--- src/rtl/bitnet_pipe_dual_tree_acc.sv ---
`default_nettype none
// ============================================================================
// Module   : bitnet_pipe_dual_tree_acc
// Brief    : Pipelined ternary-weighted dual (pos/neg) adder tree with a
//            signed packet accumulator, optional saturation and a sticky
//            overflow flag, presented on a valid/ready output.
// Revision : 1.0 - initial release
// ============================================================================
module bitnet_pipe_dual_tree_acc #(
    parameter int N_IN  = 8,
    parameter int IN_W  = 16,
    parameter int OUT_W = 24,
    parameter bit SAT   = 1'b1
) (
    input  logic                    clk,
    input  logic                    rst,
    input  logic [N_IN*IN_W-1:0]    in_vec,
    input  logic [N_IN-1:0]         sign_vec,
    input  logic [N_IN-1:0]         zero_vec,
    input  logic                    in_valid,
    input  logic                    in_last,
    output logic                    in_ready,
    output logic signed [OUT_W-1:0] out_data,
    output logic                    out_ovf,
    output logic                    out_valid,
    input  logic                    out_ready
);

    localparam int c_LVLS  = $clog2(N_IN);
    localparam int c_TW    = IN_W + 1 + c_LVLS;
    localparam int c_NODES = 2 * N_IN - 1;
    localparam int c_LEAF0 = N_IN - 1;
    localparam logic signed [OUT_W-1:0] c_ACC_MAX = {1'b0, {(OUT_W-1){1'b1}}};
    localparam logic signed [OUT_W-1:0] c_ACC_MIN = {1'b1, {(OUT_W-1){1'b0}}};

    // Heap-ordered trees: node i has children 2i+1 / 2i+2, leaves start at
    // c_LEAF0. Every node depth is one pipeline stage, so the root lands in
    // stage L and the positive/negative difference adds one more register.
    logic signed [c_TW-1:0]  pos_q [c_NODES];
    logic signed [c_TW-1:0]  neg_q [c_NODES];
    logic signed [c_TW-1:0]  diff_q;
    logic signed [c_TW-1:0]  lane_x [N_IN];
    logic [c_LVLS:0]         tv_q;
    logic [c_LVLS:0]         tl_q;
    logic                    dv_q;
    logic                    dl_q;

    logic signed [OUT_W-1:0] acc_q;
    logic                    sticky_q;
    logic signed [OUT_W-1:0] out_data_q;
    logic                    out_ovf_q;
    logic                    out_valid_q;

    logic                    advance;
    logic signed [OUT_W:0]   acc_sum_d;
    logic                    acc_ovf_d;
    logic signed [OUT_W-1:0] acc_d;

    // Whole pipeline freezes only while a result waits to be consumed.
    assign advance   = !(out_valid_q && !out_ready);
    assign in_ready  = advance;
    assign out_data  = out_data_q;
    assign out_ovf   = out_ovf_q;
    assign out_valid = out_valid_q;

    // Sign-extend each lane to tree width so negating the most negative value is exact.
    always_comb begin
        for (int k = 0; k < N_IN; k++) begin
            lane_x[k] = c_TW'($signed(in_vec[k*IN_W +: IN_W]));
        end
    end

    // Valid/last shift chain shadowing the tree stages and the difference stage.
    always_ff @(posedge clk) begin
        if (rst) begin
            tv_q <= '0;
            tl_q <= '0;
            dv_q <= 1'b0;
            dl_q <= 1'b0;
        end else if (advance) begin
            tv_q <= {tv_q[c_LVLS-1:0], in_valid};
            tl_q <= {tl_q[c_LVLS-1:0], in_valid & in_last};
            dv_q <= tv_q[c_LVLS];
            dl_q <= tl_q[c_LVLS];
        end
    end

    // Datapath: split lanes into pos/neg leaves, reduce both trees, take the difference.
    always_ff @(posedge clk) begin
        if (advance) begin
            for (int k = 0; k < N_IN; k++) begin
                pos_q[c_LEAF0+k] <= (!zero_vec[k] && !sign_vec[k]) ? lane_x[k] : '0;
                neg_q[c_LEAF0+k] <= (!zero_vec[k] &&  sign_vec[k]) ? lane_x[k] : '0;
            end
            for (int i = 0; i < c_LEAF0; i++) begin
                pos_q[i] <= pos_q[2*i+1] + pos_q[2*i+2];
                neg_q[i] <= neg_q[2*i+1] + neg_q[2*i+2];
            end
            diff_q <= pos_q[0] - neg_q[0];
        end
    end

    // One guard bit catches overflow; clamp or wrap back to OUT_W.
    always_comb begin
        acc_sum_d = (OUT_W+1)'(acc_q) + (OUT_W+1)'(diff_q);
        acc_ovf_d = acc_sum_d[OUT_W] ^ acc_sum_d[OUT_W-1];
        acc_d     = acc_sum_d[OUT_W-1:0];
        if (SAT && acc_ovf_d) begin
            acc_d = acc_sum_d[OUT_W] ? c_ACC_MIN : c_ACC_MAX;
        end
    end

    // Accumulate beats; a last beat publishes the result and restarts the packet cleanly.
    always_ff @(posedge clk) begin
        if (rst) begin
            acc_q       <= '0;
            sticky_q    <= 1'b0;
            out_data_q  <= '0;
            out_ovf_q   <= 1'b0;
            out_valid_q <= 1'b0;
        end else if (advance) begin
            // Advancing implies any pending result was taken this cycle.
            out_valid_q <= dv_q && dl_q;
            if (dv_q) begin
                if (dl_q) begin
                    out_data_q <= acc_d;
                    out_ovf_q  <= sticky_q | acc_ovf_d;
                    acc_q      <= '0;
                    sticky_q   <= 1'b0;
                end else begin
                    acc_q      <= acc_d;
                    sticky_q   <= sticky_q | acc_ovf_d;
                end
            end
        end
    end

endmodule
`default_nettype wire
--- config.mk ---
export PLATFORM = sky130hd
export DESIGN_NAME = bitnet_pipe_dual_tree_acc
export DESIGN_NICKNAME = d
export VERILOG_FILES = /design/src/rtl/bitnet_pipe_dual_tree_acc.sv
export SDC_FILE = /design/constraint.sdc
export NUM_CORES = 1
export LEC_CHECK = 0
export ABC_AREA = 1
export BUFFER_PORTS_ARGS = -buffer_cell sky130_fd_sc_hd__buf_2
export CORE_ASPECT_RATIO = 1.2
export CORE_MARGIN = 4
export CORE_UTILIZATION = 35
export CTS_CLUSTER_SIZE = 10
export DETAILED_ROUTE_END_ITERATION = 7
export REMOVE_ABC_BUFFERS = 1
export SLEW_MARGIN = 20
export SYNTH_ARGS = -nofsm -noshare
export SYNTH_HDL_FRONTEND = slang
export SYNTH_SLANG_ARGS = --single-unit
--- constraint.sdc ---
create_clock -name clk -period 44.7 [get_ports clk]
set_clock_uncertainty 0.15 [all_clocks]
set_input_delay 6.705 -clock clk [delete_from_list [all_inputs] [get_ports clk]]
set_output_delay 6.705 -clock clk [all_outputs]
set_load 0.05 [all_outputs]
---- Word level (Yosys, flattened, before mapping) ----
Memories as Yosys holds them, arrays and structs flattened.
Cells that the tools add are included.
storage, ports and cells
  bits in registers ....................... 81
  memory bits (writable) .................. 600
  input port bits ......................... 149
  output and inout port bits .............. 27
  logic and storage cells ................. 91
  memories kept ........................... 2
memory list
  memory  words  bits a word  read ports  clocked after Yosys merged registers in  wr ports  line  RTL
  neg_q   15     20           15          0                                        15        40    logic signed [c_TW-1:0] neg_q [c_NODES];
  pos_q   15     20           15          0                                        15        39    logic signed [c_TW-1:0] pos_q [c_NODES];
cells by class
  $add $sub $neg .......................... 16
  muxes and demuxes ....................... 21
  bitwise logic cells ..................... 4
  reductions and logical operators ........ 38
operator list
  operator                 number
  2-to-1 mux 20 bit        16
  adder 20 bit             14
  2-to-1 mux 24 bit        3
  adder 24 x 20 -> 25 bit  1
  subtractor 20 bit        1
  logical AND 1 bit        18
  logical NOT 1 bit        18
  AND reduction 3 bit      1
  2-to-1 mux 1 bit         2
  AND reduction 2 bit      1
  bitwise AND 1 bit        1
  NOT 1 bit                1
  OR 1 bit                 1
  bitwise XOR 1 bit        1

---- Longest topological paths before layout ----
Gate-level depths: netlist (run 1).
  depth in word-level cells ............... 4
  mapped depth ............................ 18
  gate-level depth less buffers ........... 17

---- Least setup slack after synthesis (run 1) ----
OpenSTA, ideal clock, no wires.
  kind .................................... input to output
  start point ............................. input out_ready
  end point ............................... output in_ready
  data arrival time ....................... 22.451 ns
  required time ........................... 37.845 ns
  path slack .............................. 15.394 ns
  stages .................................. 3
  path buffers ............................ 1
  cell sequence ........................... nor2_1 -> inv_1 -> clkbuf_1
between the ends
  cells in the longest elaborated chain, start to end .. 3
ends and longest elaborated chain
  item                line  RTL
  start: declaration  26    input logic out_ready
  logical NOT 1 bit   60    assign advance = !(out_valid_q && !out_ready);
  logical AND 1 bit   60
  logical NOT 1 bit   60
  end: declaration    22    output logic in_ready,
Every way passes these cells.

---- Worst setup path after layout (run 1) ----
Ends and elaborated chain as after synthesis.

==> results of run 1 <==
## area by class of cell
| cell class | count | area (µm²) |
|---|---|---|
| fillers | 9462 | 57150 |
| flip-flops and latches | 617 | 17920 |
| multi-input cells | 2370 | 14210 |
| clock buffers | 95 | 1962 |
| well taps | 1260 | 1577 |
| inverters | 348 | 1314 |
| repair buffers | 184 | 943.4 |
| clock inverters | 17 | 191.4 |
## cell usage in the layout, fill, tap and decap left out, types with 5 or more instances in the layout
master | synthesis | layout
nand2_1 | 689 | 689
edfxtp_1 | 556 | 556
nor2_1 | 397 | 396
inv_1 | 346 | 345
a21oi_1 | 304 | 304
ha_1 | 285 | 285
buf_2 | 4 | 175
xor2_1 | 168 | 168
o21ai_0 | 130 | 130
nand3_1 | 98 | 98
xnor2_1 | 89 | 89
clkbuf_16 | 0 | 75
dfxtp_1 | 61 | 61
nand4_1 | 33 | 33
clkbuf_1 | 31 | 19
nor3_1 | 17 | 17
fa_1 | 16 | 16
a21boi_0 | 14 | 14
o211ai_1 | 13 | 13
a31oi_1 | 12 | 12
a21o_1 | 12 | 12
o21bai_1 | 11 | 11
or2_2 | 10 | 10
o21ai_1 | 10 | 10
buf_4 | 0 | 9
a221oi_1 | 8 | 8
o2111ai_1 | 7 | 7
o31ai_1 | 7 | 7
and2_1 | 7 | 7
nor4_1 | 6 | 6
nand2_2 | 6 | 6
clkinv_1 | 0 | 5
## cells in the mapped netlist (14+ instances only)
cell type / count / share of area [%]
dfxtp_1: 61 / 3.6
inv_1: 346 / 3.9
nand4_1: 33 / 0.61
xnor2_1: 89 / 2.3
nor3_1: 17 / 0.25
nand2_1: 689 / 7.7
nand3_1: 98 / 1.5
o21ai_0: 130 / 1.9
ha_1: 285 / 11
edfxtp_1: 556 / 50
a21oi_1: 304 / 4.5
nor2_1: 397 / 4.4
a21boi_0: 14 / 0.31
fa_1: 16 / 0.95
xor2_1: 168 / 4.4
clkbuf_1: 31 / 0.35
## flip-flops by register name (all words and copies together), names as in the netlist, 4 cells and up
signal and count:
pos_q 268, tv_q 4, out_data 24, neg_q 268, tl_q 4, acc_q 24
diff_q 20
## tightest hold or removal path: stages, from the launching register on
cell	delay [ps]
dfxtp_1	310
nand2_1	50
nand2_1	50
## per-layer routing
layer	vias up	global-route usage, %	wire, µm	share of wire, %
li1	11994	-	-	-
met1	10877	18.49	33720	43
met2	441	27.35	39030	50
met3	117	2.405	3061	3.9
met4	0	4.665	2068	2.7
met5	-	0	0	0
## power by group
part | leakage, µW | total (µW) | internal, µW | switching [µW]
clock network | 0.00104 | 547 | 315 | 232
logic | 0.0104 | 456 | 170 | 285
registers | 0.00695 | 770 | 730 | 39.9
## stage by stage
stage	worst slack (ps)	power, µW	area (µm²)	hold slack, ps
global placement	29920	1236	35960	286.4
global route	29800	1883	38120	314.6
floorplan	19320	1102	33430	279.5
detailed placement	29890	1238	35960	290.2
finish	29920	1772	38120	298.2
CTS	29890	1793	38120	302.1
## logic make-up after synthesis
group / count (synthesis) / share of synthesized area, %
compound gates: 537 / 8.706
xor+xnor: 257 / 6.696
fa+ha+maj: 301 / 11.56
buf+inv: 388 / 4.437
flops: 617 / 53.30
simple gates: 1275 / 15.30
## worst max path at each step
stage,to,slack (ps),cells after the start
2_1_floorplan,acc_q[0]$_SDFFE_PP0P_,19320,6
3_3_place_gp,in_ready,29920,4
3_5_place_dp,in_ready,29890,4
4_1_cts,in_ready,29890,4
5_1_grt,in_ready,29800,4
6_report,in_ready,29920,4
==> impl_metrics.env, run 1 <==
export IMPL_syn_to_final_growth_pct=13.38
export IMPL_core_mm2=0.09526
export IMPL_synth_edff_count=556
export IMPL_rr_worst_depth=8
export IMPL_postCtsSetupBuffers=0
export IMPL_ys_ff_latch=617
export IMPL_synth_cell_types=45
export IMPL_cp_startpoint="out_ready"
export IMPL_drtIter0Drc=1271
export IMPL_grt_pass1_wl_um=122800
export IMPL_drv_cap=0
export IMPL_drive_gt1_share_pct=8.290
export IMPL_setup_viol_count_final=0
export IMPL_clock_latency_ps=620
export IMPL_path_cells="buf_2 -> nor2_1 -> inv_8 -> buf_2"
export IMPL_tns_ps=0
export IMPL_crit_top_cell="buf_2"
export IMPL_syn_cell_area_mm2=0.03362
export IMPL_ir_drop_v=0.00002625
export IMPL_grt_max_degree=85
export IMPL_cp_slowest_cell="nor2_1"
export IMPL_place_inst=4779
export IMPL_clockRootBuffer="clkbuf_16"
export IMPL_io_pins=176
export IMPL_rsz0062_at_grt="false"
export IMPL_rows=124
export IMPL_detail_route_antenna_nets=0
export IMPL_htreeDepth=3
export IMPL_cts_buffers=75
export IMPL_timing_rr_end="pos_q[1][90]$_SDFFCE_PN0N_"
export IMPL_p_per_area_mw_per_mm2=46.50
export IMPL_final_core_utilization_pct=40.01
export IMPL_crit_fanout=33
export IMPL_min_period_over_period_pct=33.07
export IMPL_cp_slowest_stage_delay_ps=550
export IMPL_antennaDiodeCount=0
export IMPL_reg2reg_slack_ps=39650
export IMPL_hold_viol=0
export IMPL_die_h_um=347.5
export IMPL_grt_overflow_total=0
export IMPL_start_kind="input pin"
export IMPL_die_w_um=290.9
export IMPL_initial_core_util_pct=35.29
export IMPL_finalCriticalPeriod_ps=14780
export IMPL_min_from="out_data[0]$_SDFFE_PP0P_"
export IMPL_worstHoldEndpoint="out_data[0]$_SDFFE_PP0P_"
export IMPL_synthCells=3375
export IMPL_slew_violations=0
export IMPL_cp_top_family="buffers and inverters"
export IMPL_place_hpwl_um=60780
export IMPL_cts_hold_buffers_added=0
export IMPL_clkTransAtPathRegs_ps=50
export IMPL_gp_congestion=0.9101
export IMPL_tightest_slew_ps=1070
export IMPL_cp_end_kind="primary output"
export IMPL_cp_arrival_ps=7930
export IMPL_die_area_mm2=0.1011
export IMPL_cts_resized_gates=0
export IMPL_clkSinkCount=617
export IMPL_slew_headroom_pct=28.70
export IMPL_grt_pass1_vias=23526
export IMPL_ctsLongestPathBuffers=3
export IMPL_postSynth_asyncResetShare_pct=0
export IMPL_status="finished, final reports clean"
export IMPL_antenna_found_initial=1
export IMPL_fin_nets=4046
export IMPL_final_cells=4891
export IMPL_reg2reg_from="out_valid$_SDFFE_PP0N_"
export IMPL_vias=23429
export IMPL_max_clock_freq_mhz=67.65
export IMPL_leakage_uw=0.01843
export IMPL_synth_avg_cell_area_um2=9.961
export IMPL_seq_area_frac_synth_pct=53.30
export IMPL_place_port_buffers=175
export IMPL_wl_per_cell_um=15.92
export IMPL_hold_class="flop to flop"
export IMPL_hold_depth=2
export IMPL_wirelength_um=77880
export IMPL_synth_warnings=0
export IMPL_grtUsageTotal_pct=15.11
export IMPL_vias_per_cell=4.790
export IMPL_firstDrtPassIters=7
export IMPL_crit_type="input pin to primary output"
export IMPL_path_buf_inv=3
export IMPL_cts_tree="done"
export IMPL_synthFlopType="edfxtp_1"
export IMPL_drc=0
export IMPL_required_ps=37850
No activity file was read; power rests on OpenSTA's default activity.
==> inputs of run 2 (changes only) <==
==> constraint.sdc (replaced) <==
create_clock -name clk -period 12 [get_ports clk]
set_clock_uncertainty 0.15 [all_clocks]
set_input_delay 1.8 -clock clk [delete_from_list [all_inputs] [get_ports clk]]
set_output_delay 1.8 -clock clk [all_outputs]
set_load 0.05 [all_outputs]
==> run 2 against run 1 <==
Register-to-register slack worse by 31000 ps. Utilization about the same. Clock power rose to 3.7 times the previous value. Critical path depth unchanged.
==> impl_metrics.env, run 2 (synthesis results as in run 1) <==
export IMPL_p_per_area_mw_per_mm2=172.4
export IMPL_hold_depth=2
export IMPL_cts_hold_buffers_added=0
export IMPL_place_area_mm2=0.03595
export IMPL_drc=0
export IMPL_rr_worst_depth=11
export IMPL_cp_arrival_ps=3330
export IMPL_grtUsageTotal_pct=15.21
export IMPL_final_cell_mix="nand2_1, edfxtp_1, nor2_1, inv_1, a21oi_1"
export IMPL_initial_core_util_pct=35.29
export IMPL_drive_gt1_share_pct=8.216
export IMPL_path_cells="buf_2 -> nor2_1 -> inv_8 -> buf_2"
export IMPL_wl_per_cell_um=15.99
export IMPL_rows=124
export IMPL_cts_resized_gates=0
export IMPL_slew_violations=0
export IMPL_top_regs="neg_q x268, pos_q x268"
export IMPL_slew_headroom_pct=30.56
export IMPL_reg2reg_slack_ps=8350
export IMPL_crit_type="input pin to primary output"
export IMPL_place_hpwl_um=60640
export IMPL_final_common_cell="nand2_1"
export IMPL_reg2reg_from="out_valid$_SDFFE_PP0N_"
export IMPL_cp_slowest_cell="nor2_1"
export IMPL_grt_pass1_wl_um=122900
export IMPL_ctsLongestPathBuffers=3
export IMPL_drv_cap=0
export IMPL_final_cells=4887
export IMPL_hold_worst_slack_ps=299.4
export IMPL_crit_top_cell="buf_2"
export IMPL_cts_tree="done"
export IMPL_clkTransAtPathRegs_ps=50
export IMPL_fin_nets=4045
export IMPL_setup_viol_count_final=0
export IMPL_leakage_uw=0.01845
export IMPL_worstHoldEndpoint="out_data[8]$_SDFFE_PP0P_"
export IMPL_finalCriticalPeriod_ps=5280
export IMPL_clock_latency_ps=610
export IMPL_vias=23369
export IMPL_antennaDiodeCount=0
export IMPL_final_area_mm2=0.03813
export IMPL_clkSinkCount=617
export IMPL_worst_slack_ps=6720
export IMPL_io_pins=176
export IMPL_rsz0062_at_grt="false"
export IMPL_cts_buffers=74
export IMPL_hold_viol=0
export IMPL_min_from="out_data[8]$_SDFFE_PP0P_"
export IMPL_crit_fanout=108
export IMPL_hold_class="flop to flop"
export IMPL_dp_worst_setup_slack_ps=6753
export IMPL_syn_to_final_growth_pct=13.43
export IMPL_postCtsSetupBuffers=0
export IMPL_place_port_buffers=175
export IMPL_die_w_um=290.9
export IMPL_core_mm2=0.09526
export IMPL_cp_top_family="buffers and inverters"
export IMPL_tightest_slew_ps=1042
export IMPL_min_period_over_period_pct=44.00
export IMPL_htreeDepth=3
export IMPL_die_area_mm2=0.1011
export IMPL_drtIter0Drc=1161
export IMPL_detail_route_antenna_nets=0
export IMPL_firstDrtPassIters=5
export IMPL_timing_rr_end="sticky_q$_SDFFE_PP0P_"
export IMPL_clockRootBuffer="clkbuf_16"
export IMPL_cp_slowest_stage_delay_ps=520
export IMPL_die_h_um=347.5
export IMPL_max_clock_freq_mhz=189.4
export IMPL_gp_congestion=0.8930
export IMPL_grt_max_degree=109
export IMPL_antenna_found_initial=2
export IMPL_grt_overflow_total=0
export IMPL_vias_per_cell=4.782
export IMPL_wirelength_um=78130
export IMPL_grt_pass1_vias=23559
export IMPL_status="finished, final reports clean"
export IMPL_place_inst=4778
export IMPL_required_ps=10050
export IMPL_p_total_uw=6575
export IMPL_path_buf_inv=3
export IMPL_cp_end_kind="primary output"
export IMPL_start_kind="input pin"
export IMPL_fill_cells=9383
export IMPL_ir_drop_v=0.0001012
## run 2: how the worst max path moves through the flow
stage	from	end	slack [ps]	cells past startpoint
global placement	out_ready	sticky_q$_SDFFE_PP0P_	6760	11
global route	out_ready	in_ready	6640	4
detailed placement	out_ready	sticky_q$_SDFFE_PP0P_	6750	11
CTS	out_ready	in_ready	6760	4
floorplan	out_ready	acc_q[0]$_SDFFE_PP0P_	-8480	6
finish	out_ready	in_ready	6720	4
## run 2: worst min-delay path: cells and delay by family, from the launching register on
kind	cells	cell delay (ps)
simple gates	2	100
flops	1	320
## run 2: final cells by class
cell class / instances / area [µm²] / area share, %
Sequential cell: 617 / 17920 / 46.99
Multi-Input combinational cell: 2370 / 14210 / 37.26
Clock buffer: 99 / 2062 / 5.408
Tap cell: 1260 / 1577 / 4.134
Inverter: 348 / 1314 / 3.445
Timing Repair Buffer: 184 / 967.2 / 2.536
Clock inverter: 9 / 86.33 / 0.2264
## run 2: metrics by stage
stage	util, %	TNS (ps)
2_1_floorplan	-	-1613230
3_3_place_gp	37.74	0
3_5_place_dp	37.74	0
4_1_cts	40.00	0
5_1_grt	40.03	0
6_report	40.03	0
## run 2: power breakdown
part | switching, µW | total (µW) | internal (µW)
sequential | 140 | 2860 | 2720
clock | 847 | 2040 | 1190
combinational | 1040 | 1680 | 634
## run 2: routing by layer
metal  vias to the layer above  global-route usage [%]  wire, µm
li1                      11966                       -         -
met2                       440                   27.19     38840
met5                         -                       0         0
met3                       143                   2.169      2850
met1                     10820                   18.32     33420
met4                         0                   6.494      3014
==> inputs of run 3 (changes only) <==
==> constraint.sdc (replaced) <==
create_clock -name clk -period 5.32 [get_ports clk]
set_clock_uncertainty 0.15 [all_clocks]
set_input_delay 0.798 -clock clk [delete_from_list [all_inputs] [get_ports clk]]
set_output_delay 0.798 -clock clk [all_outputs]
set_load 0.05 [all_outputs]
==> run 3 against run 2 <==
Via count rose by 0.25%. Routed wire length increased by 1.3%. Die area is the same. Flip-flop and latch count did not move. Clock power grew 130%. Register-to-register slack lost 6000 ps. Sequential share of layout area is 0.063 points lower. Count of clock-buffer cells in the layout fell by 3. Worst setup slack got worse by 4500 ps. Total power up 130%. Critical endpoint unchanged.
==> impl_metrics.env, run 3 (synthesis results as in run 1) <==
export IMPL_clkTransAtPathRegs_ps=50
export IMPL_cp_end_kind="primary output"
export IMPL_postCtsSetupBuffers=0
export IMPL_cts_hold_buffers_added=0
export IMPL_fin_nets=4049
export IMPL_core_mm2=0.09526
export IMPL_multi_input_area_mm2=0.01421
export IMPL_wirelength_um=79120
export IMPL_crit_fanout=41
export IMPL_clockRootBuffer="clkbuf_16"
export IMPL_top_regs="neg_q x268, pos_q x268"
export IMPL_tns_ps=0
export IMPL_io_pins=176
export IMPL_clkSinkCount=617
export IMPL_setup_viol_count_final=0
export IMPL_drive_gt1_share_pct=8.448
export IMPL_grt_max_degree=157
export IMPL_fill_cells=9362
export IMPL_leakage_uw=0.01847
export IMPL_cts_tree="done"
export IMPL_crit_type="flop to primary output"
export IMPL_finalCriticalPeriod_ps=3078
export IMPL_drc=0
export IMPL_final_common_cell="nand2_1"
export IMPL_max_clock_freq_mhz=324.9
export IMPL_cp_arrival_ps=2130
export IMPL_gp_congestion=0.8838
export IMPL_firstDrtPassIters=5
export IMPL_wl_per_cell_um=16.17
export IMPL_drtIter0Drc=1327
export IMPL_detail_route_antenna_nets=0
export IMPL_die_w_um=290.9
export IMPL_place_hpwl_um=61510
export IMPL_initial_core_util_pct=35.29
export IMPL_grt_pass1_wl_um=125700
export IMPL_vias=23428
export IMPL_rows=124
export IMPL_slew_headroom_pct=27.81
export IMPL_p_per_area_mw_per_mm2=391.9
export IMPL_p_total_uw=14960
export IMPL_required_ps=4370
export IMPL_die_h_um=347.5
export IMPL_clock_latency_ps=630
export IMPL_rsz0062_at_grt="false"
export IMPL_grt_overflow_total=0
export IMPL_start_kind="flop"
export IMPL_antenna_found_initial=0
export IMPL_hold_viol=0
export IMPL_ir_drop_v=0.0002299
export IMPL_tightest_slew_ps=1083
export IMPL_timing_rr_end="sticky_q$_SDFFE_PP0P_"
export IMPL_drv_cap=0
export IMPL_final_cells=4894
export IMPL_antennaDiodeCount=0
export IMPL_grt_pass1_vias=23670
export IMPL_htreeDepth=3
export IMPL_cp_startpoint="out_valid$_SDFFE_PP0N_"
export IMPL_slew_violations=0
export IMPL_reg2reg_from="out_valid$_SDFFE_PP0N_"
export IMPL_cts_buffers=76
export IMPL_min_period_over_period_pct=57.85
export IMPL_ctsLongestPathBuffers=3
export IMPL_syn_to_final_growth_pct=13.58
export IMPL_seqCellArea_mm2=0.01792
export IMPL_final_core_utilization_pct=40.08
export IMPL_rr_worst_depth=12
export IMPL_reg2reg_slack_ps=2390
export IMPL_hold_class="flop to flop"
export IMPL_grtUsageTotal_pct=15.51
export IMPL_place_port_buffers=175
export IMPL_die_area_mm2=0.1011
export IMPL_vias_per_cell=4.787
export IMPL_status="finished, final reports clean"
export IMPL_place_inst=4781
export IMPL_cp_endpoint="in_ready"
export IMPL_cts_resized_gates=0
export IMPL_final_cell_mix="nand2_1, edfxtp_1, nor2_1, inv_1, a21oi_1"
==> run 3: cell count changes in the layout (fill, tap and decap cells not counted), moves of 2 or more <==
cell	before	now
buf_4	7	10
clkinv_2	2	5
inv_6	1	4
clkbuf_1	19	17
clkinvlp_4	0	2
==> run 3: worst max-delay path, cell delays in order (launching register included) <==
cell and delay, ps:
dfxtp_1 330, inv_1 40, nor2_1 490, inv_8 240, buf_2 350
==> run 3: metrics by stage <==
step	cell area, µm²	hold slack, ps	worst slack, ps
after floorplan	33430	279.5	-14160
after global placement	35990	289.1	1764
after detailed placement	35990	287.2	1752
after CTS	38180	254.7	2180
after global routing	38180	312.8	2052
final	38180	295.6	2242
==> run 3: layout make-up <==
class                   count  share of cell area (%)
multi-input cells        2370                   37.21
clock inverters            17                  0.4358
repair buffers            186                   2.543
flip-flops and latches    617                   46.92
well taps                1260                   4.129
clock buffers              96                   5.315
inverters                 348                   3.441
==> run 3: metal layers <==
| layer | share of wire (%) | GRT usage, % |
|---|---|---|
| met5 | 0 | 0 |
| met2 | 51 | 28.21 |
| met1 | 43 | 19.15 |
| met3 | 3.3 | 1.952 |
| met4 | 2.5 | 4.905 |
==> run 3: worst min-delay path by stage <==
stage | startpoint | to | slack [ps] | cells past startpoint
CTS | in_last | tl_q[0]$_SDFFE_PP0N_ | 250 | 3
global route | in_vec[66] | neg_q[1][62]$_SDFFCE_PN0N_ | 310 | 3
global placement | out_data[11]$_SDFFE_PP0P_ | out_data[11]$_SDFFE_PP0P_ | 290 | 2
floorplan | tl_q[0]$_SDFFE_PP0N_ | tl_q[1]$_SDFFE_PP0N_ | 280 | 2
finish | out_data[4]$_SDFFE_PP0P_ | out_data[4]$_SDFFE_PP0P_ | 300 | 2
detailed placement | out_data[4]$_SDFFE_PP0P_ | out_data[4]$_SDFFE_PP0P_ | 290 | 2
==> run 3: power by group <==
part,internal (µW),leakage (µW),switching (µW)
combinational,1430,0.0105,2380
sequential,6130,0.00695,327
clock,2690,0.00106,2000
